`src/rtl/decode_pkg.sv`:
```
// Shared types for the RV32/RV64 decode stage:
// format codes, opcodes, FIFO states and the stored entry.
package decode_pkg;

    localparam int XLEN_MAX = 64;

    typedef enum logic [2:0] {
        FMT_R   = 3'd0,
        FMT_I   = 3'd1,
        FMT_S   = 3'd2,
        FMT_B   = 3'd3,
        FMT_U   = 3'd4,
        FMT_J   = 3'd5,
        FMT_ILL = 3'd7
    } fmt_t;

    typedef enum logic [1:0] {
        OCC_EMPTY = 2'd0,
        OCC_ONE   = 2'd1,
        OCC_TWO   = 2'd2
    } occ_t;

    localparam logic [6:0] OP_REG    = 7'b0110011;
    localparam logic [6:0] OP_IMM    = 7'b0010011;
    localparam logic [6:0] OP_LOAD   = 7'b0000011;
    localparam logic [6:0] OP_JALR   = 7'b1100111;
    localparam logic [6:0] OP_SYSTEM = 7'b1110011;
    localparam logic [6:0] OP_STORE  = 7'b0100011;
    localparam logic [6:0] OP_BRANCH = 7'b1100011;
    localparam logic [6:0] OP_LUI    = 7'b0110111;
    localparam logic [6:0] OP_AUIPC  = 7'b0010111;
    localparam logic [6:0] OP_JAL    = 7'b1101111;

    // pc and imm are sized for the widest datapath; the
    // stage casts them down to its own XLEN.
    typedef struct packed {
        logic [XLEN_MAX-1:0] pc;
        logic [XLEN_MAX-1:0] imm;
        logic [6:0]          opcode;
        logic [4:0]          rd;
        logic [4:0]          rs1;
        logic [4:0]          rs2;
        logic [2:0]          funct3;
        logic [6:0]          funct7;
        fmt_t                fmt;
        logic                illegal;
    } entry_t;

    function automatic fmt_t fmt_of(input logic [6:0] op);
        fmt_t f;
        case (op)
            OP_REG:    f = FMT_R;
            OP_IMM:    f = FMT_I;
            OP_LOAD:   f = FMT_I;
            OP_JALR:   f = FMT_I;
            OP_SYSTEM: f = FMT_I;
            OP_STORE:  f = FMT_S;
            OP_BRANCH: f = FMT_B;
            OP_LUI:    f = FMT_U;
            OP_AUIPC:  f = FMT_U;
            OP_JAL:    f = FMT_J;
            default:   f = FMT_ILL;
        endcase
        return f;
    endfunction

endpackage

```
`src/rtl/decode_stage_imm_gen.sv`:
```
// Immediate generator: assembles the format's immediate
// and sign-extends it from instruction bit 31 to XLEN.
module imm_gen
    import decode_pkg::*;
#(
    parameter int XLEN = 32
) (
    input  logic [31:7]     instr,
    input  fmt_t            fmt,
    output logic [XLEN-1:0] imm
);

    logic [31:0] imm32;

    // Scatter/gather of immediate bits per format
    always_comb begin
        imm32 = '0;
        case (fmt)
            FMT_I: imm32 = {{20{instr[31]}}, instr[31:20]};
            FMT_S: imm32 = {{20{instr[31]}}, instr[31:25],
                            instr[11:7]};
            FMT_B: imm32 = {{19{instr[31]}}, instr[31],
                            instr[7], instr[30:25],
                            instr[11:8], 1'b0};
            FMT_U: imm32 = {instr[31:12], 12'b0};
            FMT_J: imm32 = {{11{instr[31]}}, instr[31],
                            instr[19:12], instr[20],
                            instr[30:21], 1'b0};
            default: imm32 = '0;
        endcase
        imm = XLEN'(signed'(imm32));
    end

endmodule

```
`src/rtl/decode_stage.sv`:
```
// Decode stage: decodes at input acceptance and buffers
// results in a 2-entry head/skid FIFO feeding execute.
module decode_stage
    import decode_pkg::*;
#(
    parameter int XLEN         = 32,
    parameter bit HOLD_ILLEGAL = 1'b0
) (
    input  logic            clk,
    input  logic            reset,
    input  logic            flush,
    input  logic            in_valid,
    output logic            in_ready,
    input  logic [31:0]     in_instr,
    input  logic [XLEN-1:0] in_pc,
    output logic            out_valid,
    input  logic            out_ready,
    output logic [XLEN-1:0] out_pc,
    output logic [6:0]      out_opcode,
    output logic [4:0]      out_rd,
    output logic [4:0]      out_rs1,
    output logic [4:0]      out_rs2,
    output logic [2:0]      out_funct3,
    output logic [6:0]      out_funct7,
    output logic [XLEN-1:0] out_imm,
    output logic [2:0]      out_fmt,
    output logic            out_illegal
);

    occ_t            occ;
    entry_t          head;
    entry_t          skid;
    entry_t          fresh;
    fmt_t            fmt;
    logic [XLEN-1:0] imm;
    logic            in_fire;
    logic            out_fire;
    logic            push;

    assign fmt = fmt_of(in_instr[6:0]);

    imm_gen #(
        .XLEN (XLEN)
    ) u_imm_gen (
        .instr (in_instr[31:7]),
        .fmt   (fmt),
        .imm   (imm)
    );

    // Decoded entry for the word currently offered upstream
    always_comb begin
        fresh         = '0;
        fresh.pc      = XLEN_MAX'(in_pc);
        fresh.imm     = XLEN_MAX'(imm);
        fresh.opcode  = in_instr[6:0];
        fresh.rd      = in_instr[11:7];
        fresh.funct3  = in_instr[14:12];
        fresh.rs1     = in_instr[19:15];
        fresh.rs2     = in_instr[24:20];
        fresh.funct7  = in_instr[31:25];
        fresh.fmt     = fmt;
        fresh.illegal = (fmt == FMT_ILL);
    end

    // Handshakes depend only on stored occupancy
    assign in_ready  = (occ != OCC_TWO);
    assign out_valid = (occ != OCC_EMPTY);
    assign in_fire   = in_valid && in_ready;
    assign out_fire  = out_valid && out_ready;
    assign push      = in_fire &&
                       (HOLD_ILLEGAL || !fresh.illegal);

    // Occupancy and head/skid storage
    always_ff @(posedge clk or posedge reset) begin
        if (reset) begin
            occ  <= OCC_EMPTY;
            head <= '0;
            skid <= '0;
        end else if (flush) begin
            occ <= OCC_EMPTY;
        end else begin
            case (occ)
                OCC_EMPTY: begin
                    if (push) begin
                        head <= fresh;
                        occ  <= OCC_ONE;
                    end
                end
                OCC_ONE: begin
                    if (push && out_fire) begin
                        head <= fresh;
                    end else if (push) begin
                        skid <= fresh;
                        occ  <= OCC_TWO;
                    end else if (out_fire) begin
                        occ <= OCC_EMPTY;
                    end
                end
                OCC_TWO: begin
                    if (out_fire) begin
                        head <= skid;
                        occ  <= OCC_ONE;
                    end
                end
                default: occ <= OCC_EMPTY;
            endcase
        end
    end

    assign out_pc      = XLEN'(head.pc);
    assign out_imm     = XLEN'(head.imm);
    assign out_opcode  = head.opcode;
    assign out_rd      = head.rd;
    assign out_rs1     = head.rs1;
    assign out_rs2     = head.rs2;
    assign out_funct3  = head.funct3;
    assign out_funct7  = head.funct7;
    assign out_fmt     = head.fmt;
    assign out_illegal = head.illegal;

endmodule
```
`config.mk`:
```
export PLATFORM = sky130hd
export DESIGN_NAME = decode_stage
export DESIGN_NICKNAME = d
export VERILOG_FILES = /design/src/rtl/decode_pkg.sv /design/src/rtl/decode_stage_imm_gen.sv /design/src/rtl/decode_stage.sv
export SDC_FILE = /design/constraint.sdc
export NUM_CORES = 1
export LEC_CHECK = 0
export CAP_MARGIN = 5
export CELL_PAD_IN_SITES_DETAIL_PLACEMENT = 1
export CELL_PAD_IN_SITES_GLOBAL_PLACEMENT = 2
export CORE_MARGIN = 2
export CORE_UTILIZATION = 32
export DETAILED_ROUTE_END_ITERATION = 6
export PLACE_DENSITY = 0.83
export SYNTH_ARGS = -nofsm -noshare
export SYNTH_HDL_FRONTEND = slang
export SYNTH_SLANG_ARGS = --single-unit
```
`constraint.sdc`:
```
create_clock -name clk -period 8.14 [get_ports clk]
set_input_delay 1.628 -clock clk [delete_from_list [all_inputs] [get_ports clk]]
set_output_delay 1.628 -clock clk [all_outputs]
set_load 0.02 [all_outputs]
```
# --- Word level (Yosys, flattened, before mapping) ---
# Cells that the tools add are included.
classes:
  n_eq_ne: 26
  muxes: 13
  bitwise_logic: 2
  reduce_logical: 13
op_table:
  columns: ["operator", "count"]
  rows:
  - ["2-to-1 mux 132 bit", 3]
  - ["one-hot mux 132 bit (3 select lines)", 1]
  - ["one-hot mux 32 bit (5 select lines)", 1]
  - ["== test 7 bit (second input constant)", 4]
  - ["== test 7 x 6 -> 1 bit (second input constant)", 3]
  - ["one-hot mux 3 bit (6 select lines)", 1]
  - ["== test 7 x 5 -> 1 bit (second input constant)", 2]
  - ["2-to-1 mux 2 bit", 6]
  - ["== test 3 bit (second input constant)", 3]
  - ["inequality test 3 bit (second input constant)", 3]
  - ["inequality test 2 bit (second input constant)", 4]
  - ["AND reduction 4 bit", 2]
  - ["== test 7 x 2 -> 1 bit (second input constant)", 1]
  - ["== test 3 x 2 -> 1 bit (second input constant)", 2]
  - ["one-hot mux 2 bit (3 select lines)", 1]
  - ["AND reduction 5 bit", 1]
  - ["logical AND 1 bit", 4]
  - ["inequality test 4 bit (second input constant)", 1]
  - ["OR reduction 4 bit", 1]
  - ["== test 3 x 1 -> 1 bit (second input constant)", 1]
  - ["nonzero test 3 bit", 1]
  - ["== test 2 x 1 -> 1 bit (second input constant)", 1]
  - ["== test 2 bit (second input constant)", 1]
  - ["logical NOT 2 bit", 1]
  - ["other kinds (4)", 5]
word_totals:
  output_inout_bits: 102
  ff_bits: 202
  input_bits: 69
  word_cells: 75

# --- Logic depth before layout (Yosys ltp) ---
# Gate-level depths: netlist of the first run.
logic_depth:
  depth_word: 10
  mapped_depth: 9
  mapped_depth_nobuf: 6

# --- By module ---
# Synthesis of the first run repeated with hierarchy kept, for this count alone.
unflattened:
  hier_cells: 643
  area_unflattened_um2: 9290.2
modules_own_cells:
  columns: ["mod", "seq_area_each_um2", "cells_per_inst", "area_per_inst_um2", "instances"]
  rows:
  - ["decode_stage", 5054.8, 577, 8899.8, 1]
  - ["imm_gen", 0.0, 66, 390.4, 1]

# --- Least setup slack after synthesis of the first run ---
# OpenSTA, ideal clock, no wires.
synth_timing:
  kind: "input port to flip-flop"
  startpoint: "input in_instr[3]"
  endpoint: "register head, in the netlist out_fmt[0]"
  slack_ns: 4.805
  cell_stages: 9
  required_ns: 8.015
  path_buffers: 4
  setup_time_ns: 0.125
  t_arrival_ns: 3.210
  cell_sequence: "buf_6 -> nor3b_1 -> a211o_1 -> buf_6 -> nand4b_2 -> o21ai_2 -> buf_6 -> buf_8 -> mux2_4"
synth_between:
  elab_chain_cells: 9
  word_cells_on_any_way: 23
  cone_classes: "13 x eq/ne; 4 x mux; 6 x reduce/logical"
synth_lines:
  columns: ["item", "line", "source"]
  rows:
  - ["start: declaration", "decode_stage.sv:14", "input logic [31:0] in_instr,"]
  - ["== test 7 bit, or another cell as far along", "decode_pkg.sv:51", "case (op)"]
  - ["OR reduction 4 bit (no line) or OR reduction 2 bit (tied branches)", null, null]
  - ["one-hot mux 3 bit (6 select lines) *", "decode_pkg.sv:51", null]
  - ["== test 3 bit", "decode_stage.sv:62", "fresh.illegal = (fmt == FMT_ILL);"]
  - ["logical NOT 1 bit", "decode_stage.sv:71", "(HOLD_ILLEGAL || !fresh.illegal);"]
  - ["logical AND 1 bit", "decode_stage.sv:70", "assign push = in_fire &&"]
  - ["logical AND 1 bit", "decode_stage.sv:90", "if (push && out_fire) begin"]
  - ["inequality test 2 bit (no line)", null, null]
  - ["AND reduction 5 bit (no line)", null, null]
  - ["end signal: assignment", "decode_stage.sv:85", "head <= fresh;"]
  - ["end signal: assignment", "decode_stage.sv:91", "head <= fresh;"]
  - ["end signal: assignment", "decode_stage.sv:101", "head <= skid;"]
  - ["end: declaration", "decode_stage.sv:31", "entry_t head;"]
# Every way passes the cells marked *; elsewhere a longest branch is shown, timed or not. The select of a mux whose other input is x is not followed.
# A chain may end at the register's enable or synchronous reset.

# --- Final worst setup path of the first run ---
layout_timing:
  startpoint: "input in_instr[6]"
  endpoint: "register head, in the netlist out_funct3[2]"
layout_between:
  elab_chain_cells: 9
  word_cells_on_any_way: 20
  cone_classes: "13 x eq/ne; 1 x mux; 6 x reduce/logical"
layout_lines:
  columns: ["item", "line"]
  rows:
  - ["== test 7 bit, or another cell as far along", "decode_pkg.sv:51"]
  - ["OR reduction 4 bit (no line) or OR reduction 2 bit (tied branches)", null]
  - ["one-hot mux 3 bit (6 select lines) *", "decode_pkg.sv:51"]
  - ["== test 3 bit *", "decode_stage.sv:62"]
  - ["logical NOT 1 bit *", "decode_stage.sv:71"]
  - ["logical AND 1 bit *", "decode_stage.sv:70"]
  - ["logical AND 1 bit", "decode_stage.sv:90"]
  - ["inequality test 2 bit (no line)", null]
  - ["AND reduction 5 bit (no line) *", null]
# Every way passes the cells marked *; elsewhere a longest branch is shown, timed or not.

==> metrics.yaml, run 1 <==
n_antenna_cell: 0
cts_resized: 0
cts_hold_buf: 0
synth_warnings: 0
cts_tree: "built"
path_cells: "clkdlybuf4s50_1 -> nor3b_1 -> a211o_1 -> nand4b_2 -> o21ai_4 -> buf_4 -> mux2_2"
grt_pass1_vias: 7976
max_stage_delay_ns: 0.73
yosysSeqAreaShare_pct: 53.0
dp_hpwl_um: 17700
port_buffers: 170
core_area_mm2: 0.0295
vias: 7608
overflow: 0
grt_max_degree: 125
start_kind: "primary input"
endpoint_kind: "flop"
initial_core_util_pct: 32.4
die-area_mm2: 0.0312
r2r_slack_ns: 5.28
num_rows: 63
drtIter0Drc: 362
slew_viol_final: 0
area_growth_pct: 28.5
powerDensity_mw_per_mm2: 245
status: "finished clean"
die_h_um: 177
path_clk_slew_ns: 0.06
max_freq_mhz: 214
tightest_slew_ns: 1.16
r2r_cells: 5
viasPerCell: 4.87
p_leak_nw: 5.82
skew_ns: 0.00889
r2r_start: "occ[1]"
period_needed_ns: 4.67
gp_congestion: 0.737
crit_buf_inv: 2
cp_max_fo: 50
synth_top_cell_area_share_pct: 53.0
drtAntennaViolNets: 0
place_area_mm2: 0.0115
tns_ns: 0
hold_path.startpoint: "skid[125]"
synth_edf_count: 0
clock_latency_ns: 0.51
ys_ff_latch: 202
cts_buffers: 24
min_path_cells: 2
hold_path_class: "reg -> reg"
postCtsSetupBuffers: 0
grt.total_usage_pct: 18.0
hold_viol: 0
grt_pass1_wl_um: 44900
synth_nets: 1085
synth_area_leaders: "dfrtp_1, nand2_1, mux2_4"
nets: 1224
final_area_mm2: 0.0123
setup_viol: 0
cts_max_level: 1
cp_data_required_time_ns: 8.54
drt-pass1-iter-count: 4
synth_flop_cell: "dfrtp_1"
critical_path_class: "in -> reg"
synth.most_common_cell: "nand2_1"
syn_avg_cell_area_um2: 9.39
reg2reg_to: "out_funct3[2]"
synth_area_mm2: 0.00954
drt_wl_total_um: 27900
async_flop_share_pct: 100
holdPathEnd: "skid[125]"
io_pins: 171
clock-sinks: 202
antenna_found_initial: 0
rsz0062_at_grt: "no"
critPathTopFamily: "buffers and inverters"
synthDistinctLibCells: 49
cp_slowest_cell: "buf_4"
fin_crit_sh_pct: 57.4
drive_above_1_share_pct: 10.8
irDropWorstVdd_v: 0.000123
cp_data_arrival_time_ns: 5.07
synth_top_cell_by_area: "dfrtp_1"
maxCapViolCount: 0
slew_headroom_pct: 21.6
syn_inst: 1016
die_x_um: 177
cts.path.max_buffers: 3
wl_per_cell_um: 17.8
ys_top_cells_by_count: "nand2_1, dfrtp_1, mux2_4, clkbuf_1, nor2_1"
clock-root-buffer: "clkbuf_16"
drc: 0
==> per-stage QoR <==
| step | util [%] | total power [mW] | cells | hold WS, ns | setup slack (ns) |
|---|---|---|---|---|---|
| global placement | 39.0 | 1.97 | 1519 | 0.444 | 3.05 |
| CTS | 41.6 | 3.05 | 1561 | 0.465 | 3.49 |
| detailed placement | 39.0 | 1.98 | 1519 | 0.452 | 2.95 |
| floorplan | - | 1.60 | 1016 | 0.430 | 1.00 |
| global route | 41.6 | 3.15 | 1561 | 0.483 | 3.24 |
| finish | 41.6 | 3.00 | 1561 | 0.463 | 3.47 |
==> cells in the final DEF, fill, tap and decap left out, drive strengths merged, types with 8 or more instances in the layout <==
cell type        n
a21oi           36
a31oi            8
and2            16
buf             11
clkbuf          40
clkdlybuf4s50  170
dfrtp          202
inv             21
mux2            71
mux2i           17
nand2          403
nand3           11
nor2            42
o211ai          16
o21ai           31
o22ai            8
o31ai           14
==> layout make-up <==
| class | count | area [um2] |
|---|---|---|
| Fill cell | 3347 | 17200 |
| Tap cell | 390 | 488 |
| Clock buffer | 40 | 762 |
| Inverter | 21 | 88.8 |
| Sequential cell | 202 | 5050 |
| Multi-Input combinational cell | 725 | 4080 |
| Timing Repair Buffer | 181 | 1780 |
| Clock inverter | 2 | 10.0 |
==> cell families (layout without fill, tap and decap cells) <==
| kind of cell | count (synthesis) | in the layout | synth area share (%) |
|---|---|---|---|
| simple gates | 502 | 502 | 21.5 |
| flops | 202 | 202 | 53.0 |
| compound gates | 135 | 135 | 9.02 |
| buf+inv | 89 | 244 | 4.51 |
| mux | 88 | 88 | 12.0 |
==> per-layer routing <==
metal,vias up,part of all wire [%],GRT usage [%]
met5,-,0,0
li1,3609,-,-
met4,0,1.4,3.65
met2,145,48,29.4
met1,3826,47,25.5
met3,28,4.0,2.64
==> power breakdown <==
group          total [mW]  leakage (nW)  internal (mW)  switching (mW)
Sequential           1.23          2.68           1.14          0.0878
Combinational       0.723          2.76          0.387           0.336
Clock                1.05         0.382          0.632           0.417
Total                3.00          5.82           2.16           0.841
==> worst register-to-register path, cell delays in order (launching register included) <==
cell	delay [ns]
dfrtp_1	0.46
nor3b_2	0.37
nand4b_2	0.52
o21ai_4	0.20
buf_4	0.73
mux2_2	0.47
==> sequential cells by signal, summed over array words and instances, names as in the netlist <==
name	cells
out_rd	5
out_pc	32
occ	2
out_opcode	7
out_fmt	3
skid	100
out_imm	32
out_rs1	5
out_funct7	7
out_illegal	1
out_rs2	5
out_funct3	3
==> worst max path at each step <==
stage	start	to	cells past startpoint
after floorplan	reset	occ[0]	1
after global placement	in_instr[6]	out_funct3[2]	7
after detailed placement	in_instr[6]	out_pc[16]	7
after CTS	in_instr[6]	out_pc[16]	7
after global routing	in_instr[6]	out_pc[16]	7
final	in_instr[6]	out_funct3[2]	7
Note: power is estimated with default switching activity, not from simulation.
==> run 2, diff against run 1 <==
Clock period 8.14 ns to 4.3 ns, I/O delays scaled along.
==> run 2 against run 1 <==
Register-to-register slack got worse by 3.6 ns. Via count rose by 0.78%. Setup slack got worse by 2.3 ns. Critical path depth is 4 lower.
==> metrics.yaml, run 2 (synthesized netlist as in run 1, its figures left out) <==
place_area_mm2: 0.0117  # was 0.0115 mm2
vias: 7667  # was 7608
grt_pass1_vias: 8126  # was 7976
setup_viol: 0  # unchanged
cts_resized: 0  # unchanged
port_buffers: 170  # unchanged
cp_max_fo: 37  # was 50
start_kind: "flop"  # was primary input
nets: 1236  # was 1224
clock-root-buffer: "clkbuf_16"  # unchanged
slew_headroom_pct: 32.2  # was 21.6%
maxCapViolCount: 0  # unchanged
initial_core_util_pct: 32.4  # unchanged
critical_path_class: "reg -> out"  # was in -> reg
antenna_found_initial: 0  # unchanged
grt_pass1_wl_um: 46000  # was 44900 um
die-area_mm2: 0.0312  # unchanged
cp_data_required_time_ns: 3.44  # was 8.54 ns
irDropWorstVdd_v: 0.000257  # was 0.000123 V
gp_congestion: 0.781  # was 0.737
skew_ns: 0.0157  # was 0.00889 ns
fin_crit_sh_pct: 71.8
cts_tree: "built"  # unchanged
tns_ns: 0  # unchanged
combPwrFrac_pct: 24.3  # was 24.1%
netSwitchingPower_mw: 1.61  # was 0.841 mW
p_seq_share_pct: 40.9  # was 41.0%
largest_reg_flops: 100  # unchanged
cts_hold_buf: 0  # unchanged
r2r_start: "occ[1]"  # unchanged
placedCellCount: 1531  # was 1519
grt_max_degree: 128  # was 125
hold_path_class: "reg -> reg"  # unchanged
endpoint_kind: "primary output"  # was flop
clock_latency_ns: 0.52  # was 0.51 ns
top_register: "skid"  # unchanged
max_freq_mhz: 324
fin_cells: 1574  # was 1561
viasPerCell: 4.87  # about the same
slew_viol_final: 0  # unchanged
intPower_mw: 4.08  # was 2.16 mW
switching_share_pct: 28.4  # was 28.0%
reg2reg_to: "out_imm[27]"  # was out_funct3[2]
core_area_mm2: 0.0295  # unchanged
final_area_mm2: 0.0124  # was 0.0123 mm2
cts.path.max_buffers: 3  # unchanged
rsz0062_at_grt: "no"  # unchanged
crit_path_end: "in_ready"  # was out_funct3[2]
drt-pass1-iter-count: 4  # unchanged
drive_above_1_share_pct: 11.8  # was 10.8%
r2r_cells: 7  # was 5
powerDensity_mw_per_mm2: 458  # was 245 mW/mm2
overflow: 0  # unchanged
area_growth_pct: 30.2  # was 28.5%
drc: 0  # unchanged
p_clk_share_pct: 34.8  # was 34.9%
grt.total_usage_pct: 18.3  # was 18.0%
layout_commonest_cell: "nand2_1"  # unchanged
tightest_slew_ns: 1.02  # was 1.16 ns
cts_buffers: 24  # unchanged
cp_data_arrival_time_ns: 2.23  # was 5.07 ns
n_antenna_cell: 0  # unchanged
drtAntennaViolNets: 0  # unchanged
period_needed_ns: 3.09
die_h_um: 177  # unchanged
hold_viol: 0  # unchanged
drt_wl_total_um: 28100  # was 27900 um
postCtsSetupBuffers: 0  # unchanged
status: "finished clean"  # unchanged
dp_hpwl_um: 18000  # was 17700 um
die_x_um: 177  # unchanged
num_rows: 63  # unchanged
r2r_slack_ns: 1.71  # was 5.28 ns
p_leak_nw: 5.90  # was 5.82 nW
path_clk_slew_ns: 0.06  # about the same
cp-startpoint: "occ[1]"  # was in_instr[6]
final_cell_mix: "nand2_1, dfrtp_1, clkdlybuf4s50_1"  # unchanged
cts_max_level: 1  # unchanged
wl_per_cell_um: 17.8  # about the same
drtIter0Drc: 324  # was 362
io_pins: 171  # unchanged
clock-sinks: 202  # unchanged
## run 2: cell types whose count changed in the layout (fill, tap and decap cells not counted), sizes merged
cell,change
buf,+12
clkbuf,-4
clkinv,+3
clkinvlp,+2
bufinv,+1
inv,-1
## run 2: worst min path at each step
stage,to,cells past startpoint,slack [ns],startpoint
3_3_place_gp,skid[46],2,0.44,skid[46]
5_1_grt,skid[46],2,0.49,skid[46]
6_report,skid[41],2,0.46,skid[41]
2_1_floorplan,skid[41],2,0.43,skid[41]
3_5_place_dp,skid[46],2,0.45,skid[46]
4_1_cts,skid[46],2,0.46,skid[46]
## run 2: metrics by stage
step / power, mW / hold slack (ns) / utilization, % / setup WS, ns
4_1_cts: 5.79 / 0.465 / 42.1 / 1.18
3_3_place_gp: 3.74 / 0.442 / 39.5 / 0.779
2_1_floorplan: 3.03 / 0.430 / - / 0.824
6_report: 5.69 / 0.463 / 42.1 / 1.21
3_5_place_dp: 3.76 / 0.451 / 39.5 / 0.736
5_1_grt: 5.97 / 0.486 / 42.1 / 1.12
## run 2: routing by layer
layer | GRT usage, % | share of wire, %
met5 | 0 | 0
met4 | 3.79 | 1.5
met3 | 2.30 | 4.2
met2 | 29.3 | 46
met1 | 26.6 | 48
## run 2: cell type report
class	instances	area, um2
Clock inverter	7	73.8
Tap cell	390	488
Multi-Input combinational cell	725	4080
Sequential cell	202	5050
Fill cell	3385	17100
Inverter	21	85.1
Clock buffer	36	696
Timing Repair Buffer	193	1950
## run 2: power by group through the flow
stage / combinational, mW / clock [mW] / sequential [mW]
2_1_floorplan: 0.403 / 0 / 2.63
3_3_place_gp: 1.38 / 0 / 2.36
3_5_place_dp: 1.40 / 0 / 2.36
4_1_cts: 1.41 / 2.05 / 2.34
5_1_grt: 1.47 / 2.14 / 2.36
6_report: 1.38 / 1.98 / 2.33
## run 2: worst max-delay path, stage by stage, from the launching register on
cell	delay (ns)
dfrtp_1	0.47
nor2b_4	0.18
inv_4	0.36
clkdlybuf4s50_1	0.70
==> run 3, diff against run 2 <==
Clock period 4.3 ns to 2.9 ns, I/O delays scaled along.
==> run 3 against run 2 <==
Register-to-register slack worse by 0.89 ns. Combinational power is 51% higher. Routed wire length is 2.8% higher. Largest power group unchanged. Total power is 49% higher. Clock power is 48% higher. Setup slack worse by 0.82 ns. Sequential share of layout area is 1.2 points lower. Clock skew is 0.0034 ns lower. Critical endpoint unchanged. Flip-flop and latch count stayed put. Global-route usage is 0.15 points higher.
==> metrics.yaml, run 3 (synthesized netlist as in run 1, its figures left out) <==
path_cells: "nor2b_4 -> inv_4 -> clkdlybuf4s50_1"  # unchanged
largest_reg_flops: 100  # unchanged
top_register: "skid"  # unchanged
gp_congestion: 0.766  # was 0.781
critical_path_class: "reg -> out"  # unchanged
final_cell_mix: "nand2_1, dfrtp_1, clkdlybuf4s50_1"  # unchanged
drtAntennaViolNets: 0  # unchanged
grt_max_degree: 104  # was 128
period_needed_ns: 2.50
core_area_mm2: 0.0295  # unchanged
viasPerCell: 4.86  # was 4.87
status: "finished clean"  # unchanged
r2r_cells: 6  # was 7
clock_latency_ns: 0.52  # about the same
crit_buf_inv: 2  # unchanged
nets: 1272  # was 1236
endpoint_kind: "primary output"  # unchanged
layout_commonest_cell: "nand2_1"  # unchanged
port_buffers: 170  # unchanged
r2r_slack_ns: 0.82  # was 1.71 ns
n_fill_cell: 3350  # was 3385
drt-pass1-iter-count: 4  # unchanged
max_freq_mhz: 399
die_h_um: 177  # unchanged
setup_viol: 0  # unchanged
drc: 0  # unchanged
maxCapViolCount: 0  # unchanged
skew_ns: 0.0123  # was 0.0157 ns
dr_wl_met3_um: 1180  # about the same
cp_data_arrival_time_ns: 1.92  # was 2.23 ns
cts_buffers: 24  # unchanged
clock-sinks: 202  # unchanged
dp_slack_ns: -0.116  # was 0.736 ns
initial_core_util_pct: 32.4  # unchanged
die_x_um: 177  # unchanged
path_clk_slew_ns: 0.06  # about the same
fin_crit_sh_pct: 86.4
rsz0062_at_grt: "no"  # unchanged
overflow: 0  # unchanged
irDropWorstVdd_v: 0.000347  # was 0.000257 V
cts_max_level: 1  # unchanged
layout_setup_ws_ns: 0.395  # was 1.21 ns
slew_headroom_pct: 65.3  # was 32.2%
cp_max_fo: 6  # was 37
post-route-util_pct: 43.4  # was 42.1%
tightest_slew_ns: 0.519  # was 1.02 ns
p_leak_nw: 6.11  # was 5.90 nW
hold_path_class: "in -> async"  # was reg -> reg
io_pins: 171  # unchanged
antenna_found_initial: 0  # unchanged
grt_pass1_vias: 8166  # was 8126
cts.path.max_buffers: 3  # unchanged
cts_resized: 0  # unchanged
drive_above_1_share_pct: 14.4  # was 11.8%
wl_met1_um: 13800  # was 13400 um
powerDensity_mw_per_mm2: 662  # was 458 mW/mm2
dp_hpwl_um: 19500  # was 18000 um
seq_area_mm2: 0.00505  # unchanged
wl_per_cell_um: 17.9  # was 17.8 um
max_stage_delay_ns: 0.54  # was 0.70 ns
cts_tree: "built"  # unchanged
start_kind: "flop"  # unchanged
critPathTopFamily: "buffers and inverters"  # unchanged
slew_viol_final: 0  # unchanged
area_growth_pct: 34.1  # was 30.2%
postCtsSetupBuffers: 0  # unchanged
hold_viol: 0  # unchanged
top_layer_used: "met4"  # unchanged
met2WireLength_um: 13500  # was 13000 um
cp_data_required_time_ns: 2.32  # was 3.44 ns
grt.total_usage_pct: 18.4  # was 18.3%
n_antenna_cell: 0  # unchanged
cp_slowest_cell: "clkdlybuf4s50_1"  # unchanged
drt_wl_total_um: 28900  # was 28100 um
drtIter0Drc: 343  # was 324
num_rows: 63  # unchanged
grt_pass1_wl_um: 46300  # was 46000 um
multi_input_area_mm2: 0.00408  # unchanged
cts_hold_buf: 0  # unchanged
r2r_start: "occ[1]"  # unchanged
die-area_mm2: 0.0312  # unchanged
power_mw: 8.48  # was 5.69 mW
vias: 7824  # was 7667
clock-root-buffer: "clkbuf_16"  # unchanged
reg2reg_to: "out_imm[10]"  # was out_imm[27]
==> run 3: per-layer routing <==
layer | global-route usage, % | up-vias
li1 | - | 3716
met1 | 26.8 | 3936
met2 | 29.5 | 143
met3 | 2.53 | 29
met4 | 3.62 | 0
met5 | 0 | -
==> run 3: how the worst max path moves through the flow <==
stage                start     endpoint  slack [ns]  depth (start not counted)
2_1_floorplan        reset       occ[0]       -0.30                          1
3_3_place_gp   in_instr[4]   out_rs1[0]       -0.01                          7
3_5_place_dp   in_instr[4]  out_imm[10]       -0.12                          8
4_1_cts             occ[1]     in_ready        0.39                          3
5_1_grt        in_instr[4]  out_imm[10]        0.27                          8
6_report            occ[1]     in_ready        0.40                          3
==> run 3: layout make-up <==
class	instances	area share [%]
clock buffers	40	5.96
clock inverters	2	0.0782
inverters	21	0.665
multi-input cells	725	31.9
flip-flops and latches	202	39.5
well taps	390	3.81
repair buffers	229	18.1
==> run 3: power breakdown <==
part	internal (mW)	total [mW]	leakage, nW	switching, mW
sequential	3.21	3.45	2.68	0.242
clock	1.77	2.94	0.382	1.16
combinational	1.12	2.09	3.05	0.968
==> run 3: metrics by stage <==
stage	hold WS (ns)	std cells	cell area (um2)	TNS (ns)
3_5_place_dp	0.448	1567	12000	-3.02
5_1_grt	0.478	1609	12800	0
4_1_cts	0.460	1609	12800	0
3_3_place_gp	0.441	1567	12000	-0.176
6_report	0.452	1609	12800	0
2_1_floorplan	0.430	1016	9550	-59.85
